File: config.mk
export PLATFORM = sky130hd
export DESIGN_NAME = result_display
export DESIGN_NICKNAME = d
export VERILOG_FILES = /design/src/rtl/calc_pkg.sv /design/src/rtl/seg7_decode.sv /design/src/rtl/result_display.sv
export SDC_FILE = /design/constraint.sdc
export NUM_CORES = 1
export LEC_CHECK = 0
export ABC_CLOCK_PERIOD_IN_PS = 4200
export CAP_MARGIN = 20
export CORE_MARGIN = 2
export CORE_UTILIZATION = 60
export DETAILED_ROUTE_END_ITERATION = 12
export PLACE_DENSITY_LB_ADDON = 0.15
export SLEW_MARGIN = 20
export SYNTH_ARGS = -nofsm -noshare
export SYNTH_HDL_FRONTEND = slang
export SYNTH_SLANG_ARGS = --single-unit
File: constraint.sdc
create_clock -name clk -period 4.2 [get_ports clk]
set_input_delay 0.63 -clock clk [delete_from_list [all_inputs] [get_ports clk]]
set_output_delay 0.63 -clock clk [all_outputs]
set_load 0.005 [all_outputs]
File: src/rtl/calc_pkg.sv
// calc_pkg -- shared definitions for the result display slice.
//   state_e   : conversion FSM states (idle / double-dabble in progress)
//   SEG_0..9  : seven-segment patterns {g,f,e,d,c,b,a}, active-low
//   SEG_BLANK : all segments off
package calc_pkg;

   typedef enum logic {
      ST_IDLE    = 1'b0,
      ST_CONVERT = 1'b1
   } state_e;

   localparam logic [6:0] SEG_0     = 7'b1000000;
   localparam logic [6:0] SEG_1     = 7'b1111001;
   localparam logic [6:0] SEG_2     = 7'b0100100;
   localparam logic [6:0] SEG_3     = 7'b0110000;
   localparam logic [6:0] SEG_4     = 7'b0011001;
   localparam logic [6:0] SEG_5     = 7'b0010010;
   localparam logic [6:0] SEG_6     = 7'b0000010;
   localparam logic [6:0] SEG_7     = 7'b1111000;
   localparam logic [6:0] SEG_8     = 7'b0000000;
   localparam logic [6:0] SEG_9     = 7'b0010000;
   localparam logic [6:0] SEG_BLANK = 7'b1111111;

endpackage

File: src/rtl/seg7_decode.sv
// seg7_decode -- combinational BCD to seven-segment lookup.
//   bcd_i   : BCD digit 0..9 (codes 10..15 show blank)
//   blank_i : force all segments off
//   seg_o   : segments {g,f,e,d,c,b,a}, active-low
module seg7_decode
   import calc_pkg::*;
(
   input  logic [3:0] bcd_i,
   input  logic       blank_i,
   output logic [6:0] seg_o
);

   always_comb begin
      seg_o = SEG_BLANK;
      if (!blank_i) begin
         case (bcd_i)
            4'd0:    seg_o = SEG_0;
            4'd1:    seg_o = SEG_1;
            4'd2:    seg_o = SEG_2;
            4'd3:    seg_o = SEG_3;
            4'd4:    seg_o = SEG_4;
            4'd5:    seg_o = SEG_5;
            4'd6:    seg_o = SEG_6;
            4'd7:    seg_o = SEG_7;
            4'd8:    seg_o = SEG_8;
            4'd9:    seg_o = SEG_9;
            default: seg_o = SEG_BLANK;
         endcase
      end
   end

endmodule

File: src/rtl/result_display.sv
// result_display -- converts a signed N-bit result to BCD (double dabble,
// one bit per clock) and drives a multiplexed seven-segment display.
//   clk    : clock, rising edge
//   reset  : asynchronous, active-high
//   load   : one-cycle strobe, captures result when not busy
//   result : signed value to display
//   busy   : conversion in progress
//   valid  : display holds a completed conversion (sticky until reset)
//   neg    : sign LED for the displayed value
//   seg    : segments {g,f,e,d,c,b,a}, active-low
//   an     : one-hot active-low digit enable, bit 0 = least significant
module result_display
   import calc_pkg::*;
#(
   parameter int N        = 8,
   parameter int DIGITS   = 3,
   parameter int SCAN_DIV = 1000
) (
   input  logic              clk,
   input  logic              reset,
   input  logic              load,
   input  logic [N-1:0]      result,
   output logic              busy,
   output logic              valid,
   output logic              neg,
   output logic [6:0]        seg,
   output logic [DIGITS-1:0] an
);

   localparam int CW = (N > 1) ? $clog2(N) : 1;
   localparam int PW = (SCAN_DIV > 1) ? $clog2(SCAN_DIV) : 1;
   localparam int DW = (DIGITS > 1) ? $clog2(DIGITS) : 1;
   localparam int DSLOTS = 2 ** DW;

   state_e                  state_q;
   logic [N-1:0]            mag_q;
   logic                    sign_q;
   logic [4*DIGITS-1:0]     bcd_q;
   logic [CW-1:0]           cnt_q;
   logic [4*DIGITS-1:0]     disp_q;
   logic                    busy_q;
   logic                    valid_q;
   logic                    neg_q;
   logic [PW-1:0]           presc_q;
   logic [DW-1:0]           idx_q;

   logic [N-1:0]            mag_in;
   logic [4*DIGITS-1:0]     bcd_adj;
   logic [4*DIGITS-1:0]     bcd_d;

   // Two's-complement negate; the most negative value wraps onto itself,
   // which read as unsigned is exactly 2^(N-1).
   assign mag_in = result[N-1] ? ((~result) + N'(1)) : result;

   // Double-dabble step: correct every nibble >= 5, then shift in mag MSB.
   for (genvar gi = 0; gi < DIGITS; gi++) begin : g_adj
      assign bcd_adj[4*gi +: 4] = (bcd_q[4*gi +: 4] >= 4'd5) ?
                                  (bcd_q[4*gi +: 4] + 4'd3) : bcd_q[4*gi +: 4];
   end
   assign bcd_d = {bcd_adj[4*DIGITS-2:0], mag_q[N-1]};

   always_ff @(posedge clk or posedge reset) begin
      if (reset) begin
         state_q <= ST_IDLE;
         mag_q   <= '0;
         sign_q  <= 1'b0;
         bcd_q   <= '0;
         cnt_q   <= '0;
         disp_q  <= '0;
         busy_q  <= 1'b0;
         valid_q <= 1'b0;
         neg_q   <= 1'b0;
      end else begin
         case (state_q)
            ST_IDLE: begin
               if (load) begin
                  mag_q   <= mag_in;
                  sign_q  <= result[N-1];
                  bcd_q   <= '0;
                  cnt_q   <= '0;
                  busy_q  <= 1'b1;
                  state_q <= ST_CONVERT;
               end
            end
            ST_CONVERT: begin
               bcd_q <= bcd_d;
               mag_q <= mag_q << 1;
               cnt_q <= cnt_q + CW'(1);
               // Final iteration: publish the freshly shifted BCD directly
               // so the display updates on the same edge.
               if (cnt_q == CW'(N - 1)) begin
                  disp_q  <= bcd_d;
                  neg_q   <= sign_q;
                  valid_q <= 1'b1;
                  busy_q  <= 1'b0;
                  state_q <= ST_IDLE;
               end
            end
            default: state_q <= ST_IDLE;
         endcase
      end
   end

   // Digit scan: each digit stays enabled for SCAN_DIV cycles.
   always_ff @(posedge clk or posedge reset) begin
      if (reset) begin
         presc_q <= '0;
         idx_q   <= '0;
      end else if (presc_q == PW'(SCAN_DIV - 1)) begin
         presc_q <= '0;
         idx_q   <= (idx_q == DW'(DIGITS - 1)) ? '0 : idx_q + DW'(1);
      end else begin
         presc_q <= presc_q + PW'(1);
      end
   end

   // Per-slot digit value and leading-zero blanking. A digit above 0 is a
   // leading zero when it and every more significant digit are zero.
   // Slots past DIGITS exist only to make the index table a power of two.
   logic [3:0] digit_w      [DSLOTS];
   logic       lead_blank_w [DSLOTS];

   for (genvar gi = 0; gi < DSLOTS; gi++) begin : g_digit
      if (gi >= DIGITS) begin : g_unused
         assign digit_w[gi]      = 4'd0;
         assign lead_blank_w[gi] = 1'b1;
      end else if (gi == 0) begin : g_lsd
         assign digit_w[gi]      = disp_q[3:0];
         assign lead_blank_w[gi] = 1'b0;
      end else begin : g_upper
         assign digit_w[gi]      = disp_q[4*gi +: 4];
         assign lead_blank_w[gi] = (disp_q[4*DIGITS-1:4*gi] == '0);
      end
   end

   logic [3:0] digit_sel;
   logic       blank_sel;

   assign digit_sel = digit_w[idx_q];
   assign blank_sel = !valid_q || lead_blank_w[idx_q];

   seg7_decode u_seg7_decode (
      .bcd_i   (digit_sel),
      .blank_i (blank_sel),
      .seg_o   (seg)
   );

   assign an    = ~(DIGITS'(1) << idx_q);
   assign busy  = busy_q;
   assign valid = valid_q;
   assign neg   = neg_q;

endmodule
# Yosys cells after proc, flatten, opt, wreduce, memory -nomap -nowiden
# Memories as Yosys holds them, arrays and structs flattened.
# Cells that the tools add are included.
[totals]
register_bits = 52
mem_bits_ro = 112
input_bits = 11
out_inout_bits = 13
elab_cells = 65
memories = 1
[memory_table]
columns = ["memory", "depth", "word_bits", "rd", "rd_clocked_by_memory_dff", "write_ports", "line_no", "text"]
rows = [
  ["(no name shown)", 16, 7, 1, 0, 0, "seg7_decode.sv:16", "case (bcd_i)"],
]
[classes]
add_sub_neg = 7
n_lt_le_gt_ge = 4
n_eq_ne = 5
shift = 1
n_mux = 25
bitwise = 4
reduce_logical = 7
[op_table]
columns = ["op", "count"]
rows = [
  ["12-bit case mux with 2 select lines", 1],
  ["4-bit 2-to-1 mux", 4],
  ["8-bit 2-to-1 mux", 2],
  ["8-bit case mux with 2 select lines", 1],
  ["4-bit by 3-bit >= comparator with 1-bit output, second input constant", 3],
  ["12-bit 2-to-1 mux", 1],
  ["10-bit by 1-bit adder with 10-bit output, second input constant", 1],
  ["10-bit == test, second input constant", 1],
  ["10-bit 2-to-1 mux", 1],
  ["4-bit by 2-bit adder with 4-bit output, second input constant", 2],
  ["8-bit by 1-bit adder with 8-bit output, second input constant", 1],
  ["4-bit binary-select mux with 2-bit select", 1],
  ["8-bit zero test", 1],
  ["8-bit inverter", 1],
  ["7-bit 2-to-1 mux", 1],
  ["1-bit 2-to-1 mux", 6],
  ["3-bit 2-to-1 mux", 2],
  ["3-bit case mux with 2 select lines", 1],
  ["2-bit AND reduction", 3],
  ["4-bit zero test", 1],
  ["1-bit case mux with 2 select lines", 2],
  ["3-bit by 1-bit adder with 3-bit output, second input constant", 1],
  ["3-bit by 2-bit adder with 3-bit output, second input constant", 1],
  ["3-bit == test, second input constant", 1],
  ["other kinds (13)", 13],
]

# Longest topological paths before layout
[logic_depth]
depth_word = 6
mapped_depth = 9
ltp_nobuf = 7

# Modules after synthesis
# From an unflattened synthesis, not the netlist that was laid out.
[unflattened]
cells_unflattened = 299
area_unflattened_um2 = 2961.6
[modules_own_cells]
columns = ["module", "n_inst", "cells_each", "area_each_um2", "seq_area_each_um2"]
rows = [
  ["result_display", 1, 266, 2725.1, 1301.2],
  ["seg7_decode", 1, 33, 236.5, 0.0],
]

# Least setup slack after synthesis
# Ideal clock, no wire load.
[synth_path]
path_type = "reg-to-output"
from = "register idx_q[1]"
to = "output seg[1]"
arrival_ns = 1.536
required_time_ns = 3.570
slack_ns = 2.034
path_stages_with_launch = 9
n_path_buf = 2
path_cell_list = "dfrtp_1 buf_6 nor2b_4 buf_6 o2bb2ai_1 inv_1 ha_1 a21oi_1 o21ai_0"
[synth_between]
elab_chain_cells = 6
word_cells_on_any_way = 10
cone_classes = "mux: 7; bitwise: 1; reduce/logical: 1; memory: 1"
[synth_lines]
columns = ["element", "line_no", "text"]
rows = [
  ["start, declared", "result_display.sv:45", "logic [DW-1:0] idx_q;"],
  ["start signal, assigned", "result_display.sv:111", "idx_q <= (idx_q == DW'(DIGITS - 1)) ? '0 : idx_q + DW'(1);"],
  ["2-bit inverter with 3-bit output (implied by the code) *", "result_display.sv:139, result_display.sv:140", ""],
  ["4-bit binary-select mux with 2-bit select / 1-bit binary-select mux with 2-bit select (equally long branches)", "result_display.sv:139, result_display.sv:140", ""],
  ["4-bit 2-to-1 mux (implied by the code) / 1-bit 2-to-1 mux (equally long branches) (2 in a row)", "result_display.sv:139, result_display.sv:140", ""],
  ["memory read 16 x 7 bit / 1-bit logical OR (equally long branches)", "--", ""],
  ["7-bit 2-to-1 mux *", "seg7_decode.sv:15", "if (!blank_i) begin"],
  ["end, declared", "result_display.sv:26", "output logic [6:0] seg,"],
]
# Mark *: on every way between the ends. The rest lies on a longest branch, timed or not. The select of a mux whose other input is x is not followed.

# Worst setup path after layout
[layout_path]
from = "register idx_q[0]"
to = "output seg[1]"
# Same word-level chain as after synthesis.

==> flow_metrics.tcl <==
set metrics [dict create \
    status "complete, no violations" \
    antenna_cells 0 \
    die_w_um 74.2 \
    crit_fanout 7 \
    cts_buffers 5 \
    cts_root_buf "clkbuf_8" \
    dp_hpwl_um 3660 \
    r2r_cells 4 \
    route.final.wire_length_um 5000 \
    final_cells 381 \
    grt_usage_pct 20.7 \
    start_kind "register" \
    fmax_mhz 307 \
    syn_area_um2 2950 \
    rsz0062_at_grt "false" \
    grt_start_max_net_pins 53 \
    yosysUniqueCellTypes 45 \
    power.total_mw 2.12 \
    drv_slew 0 \
    ioPinCount 24 \
    synthFlopType "dfrtp_1" \
    yosysMostFrequentCell "dfrtp_1" \
    arrival_ns 2.63 \
    grt.met2_usage_pct 33.6 \
    setup_viol 0 \
    r2r_slack_ns 2.38 \
    grt_pass1_vias 1953 \
    hold_viol 0 \
    critical_path.top_delay_family "buffers and inverters" \
    grt_overflow 0 \
    setup_tns_ns 0 \
    cts.sinks 52 \
    cts_tree "built" \
    cp_data_required_time_ns 3.57 \
    cap_violations 0 \
    syn_nets 319 \
    postCtsSetupBuffers 0 \
    synthArstFlopShare_pct 100 \
    hp-class "register to register" \
    synth_top_area_share_pct 44.0 \
    min_path_cells 1 \
    drive_gt1_share_pct 7.96 \
    top_usage_layer "met2" \
    clk_pin_slew_ns 0.10 \
    synth_edf_count 0 \
    ant_nets 0 \
    tightest_slew_ns 0.869 \
    path_class "register to primary output" \
    antenna_found_initial 0 \
    min_period_ns 3.26 \
    start_util_pct 62.5 \
    post_cts_resized 0 \
    max_stage_delay_ns 0.54 \
    met1_usage_pct 29.0 \
    synth-seq-area-share_pct 44.0 \
    cp_num_buf_inv 2 \
    crit_cells 7 \
    power_density_nw_per_um2 640 \
    worst_setup_path_end_kind "primary output" \
    p_leak_nw 1.46 \
    dr.first_iter.drc_count 78 \
    ir_drop_mv 0.292 \
    synth-seq-cells 52 \
    multiInputGateArea_um2 1490 \
    relSlewSlack_pct 42.0 \
    syn_inst 293 \
    final_nets 339 \
    h-tree-depth 2 \
    place_congestion 0.861 \
    drt_drc_violations_left 0 \
    max-clock-path-buffers 2 \
    fp.dieH_um 74.2 \
    syn_avg_cell_area_um2 10.1 \
    core-area_um2 4720 \
    hold_buffers 0 \
    clock_latency_ns 0.31 \
    drt_pass1_iterations 4 \
    grt_pass1_wl_um 8830 \
    vias_per_cell 5.44 \
    finClkSkew_ns 0.0105 \
    synthTopCellsByArea "dfrtp_1, ha_1, mux2i_1" \
    path_cells "nor2b_4 > o2bb2ai_1 > inv_1 > ha_1 > a21oi_1 > o21ai_0 > clkdlybuf4s50_1" \
    rows 25 \
    synthTopCellsByCount "dfrtp_1, nand2_1, inv_1" \
    portBuffers 23 \
    crit_slowest_cell "dfrtp_1" \
    fp.dieArea_um2 5500 \
    vias 2072 \
    dp_cells 373 \
    wl_per_cell_um 13.1 \
    yosys.area.top_type "dfrtp_1" \
    final-seq-area_um2 1300 \
    syn_to_final_growth_pct 11.9 \
    grt_util_met3_pct 4.07 \
    min_period_over_period_pct 77.6 \
    synth_warnings 0 \
    nFillCells 362 \
]
==> layer usage <==
metal,up-vias,wire length [um],part of all wire [%]
li1,1062,-,-
met1,978,2430,49
met2,30,2410,48
met3,2,138,2.8
met4,0,25,0.50
met5,-,0,0
==> final cells by class <==
cell class	instances	area share, %
timing repair buffer	25	7.42
tap	67	2.53
sequential	52	39.3
multi-input combinational	206	45.1
clock inverter	3	0.832
inverter	23	2.65
clock buffer	5	2.08
==> path summary, 6_finish.rpt <==
check | from | endpoint
setup / recovery | idx_q[0]$_DFFE_PP0N_ | seg[1]
hold / removal | presc_q[0]$_DFF_PP0_ | presc_q[0]$_DFF_PP0_
setup reg to reg | cnt_q[0]$_DFFE_PP0P_ | disp_q[2]$_DFFE_PP0P_
hold reg to reg | presc_q[0]$_DFF_PP0_ | presc_q[0]$_DFF_PP0_
max in group asynchronous | reset | disp_q[1]$_DFFE_PP0P_
min in group asynchronous | reset | presc_q[2]$_DFF_PP0_
==> worst register-to-register path: stages, from the launching register on <==
cell and delay, ns:
dfrtp_1 0.40, ha_1 0.20, ha_1 0.21, nand2_1 0.50, mux2_2 0.41
==> layout by cell type (no fill, tap or decap), types with 2 or more instances in the layout <==
cell,Yosys,routed
o21ai_1,3,3
inv_1,22,21
nor3b_1,13,13
o2bb2ai_1,2,2
a21oi_1,18,18
clkbuf_8,0,5
o31ai_1,2,2
xor2_1,5,5
dfrtp_1,52,52
buf_4,0,2
mux2i_1,17,17
nor2b_1,2,2
nor3_1,5,5
nor2_1,16,16
mux2_2,9,9
a21o_1,7,7
clkdlybuf4s50_1,0,23
nand3_1,4,4
ha_1,15,15
o21ai_0,18,18
nand2_1,25,25
a32oi_1,5,5
o2bb2ai_4,2,2
xnor2_1,10,10
nand2b_1,6,6
nor4_1,5,5
==> logic make-up after synthesis <==
logic type,synth area share [%]
xor+xnor,4.45
flops,44.0
fa+ha+maj,6.35
compound gates,15.3
mux,9.66
simple gates,14.7
buf+inv,5.42
==> where the power goes <==
group	total, mW	internal (mW)	leakage [nW]	switching (mW)
Sequential	0.802	0.672	0.651	0.129
Combinational	1.02	0.522	0.760	0.497
Clock	0.296	0.123	0.0463	0.173
==> per-stage QoR <==
stage          utilization, %  hold WS [ns]  setup slack [ns]  instance area (um2)
2_1_floorplan               -         0.433              2.03                 2950
3_3_place_gp             67.9         0.448              1.37                 3210
3_5_place_dp             67.9         0.454              1.26                 3210
4_1_cts                  70.0         0.468             0.928                 3310
5_1_grt                  70.0         0.519             0.764                 3310
6_report                 70.0         0.466             0.941                 3310
==> flip-flops by register name, summed over array words and instances, names as in the netlist, 2 cells and up <==
| register | cells |
|---|---|
| bcd_q | 12 |
| disp_q | 12 |
| presc_q | 10 |
| mag_q | 8 |
| cnt_q | 3 |
| idx_q | 2 |
No activity file was read; power rests on OpenSTA's default activity.
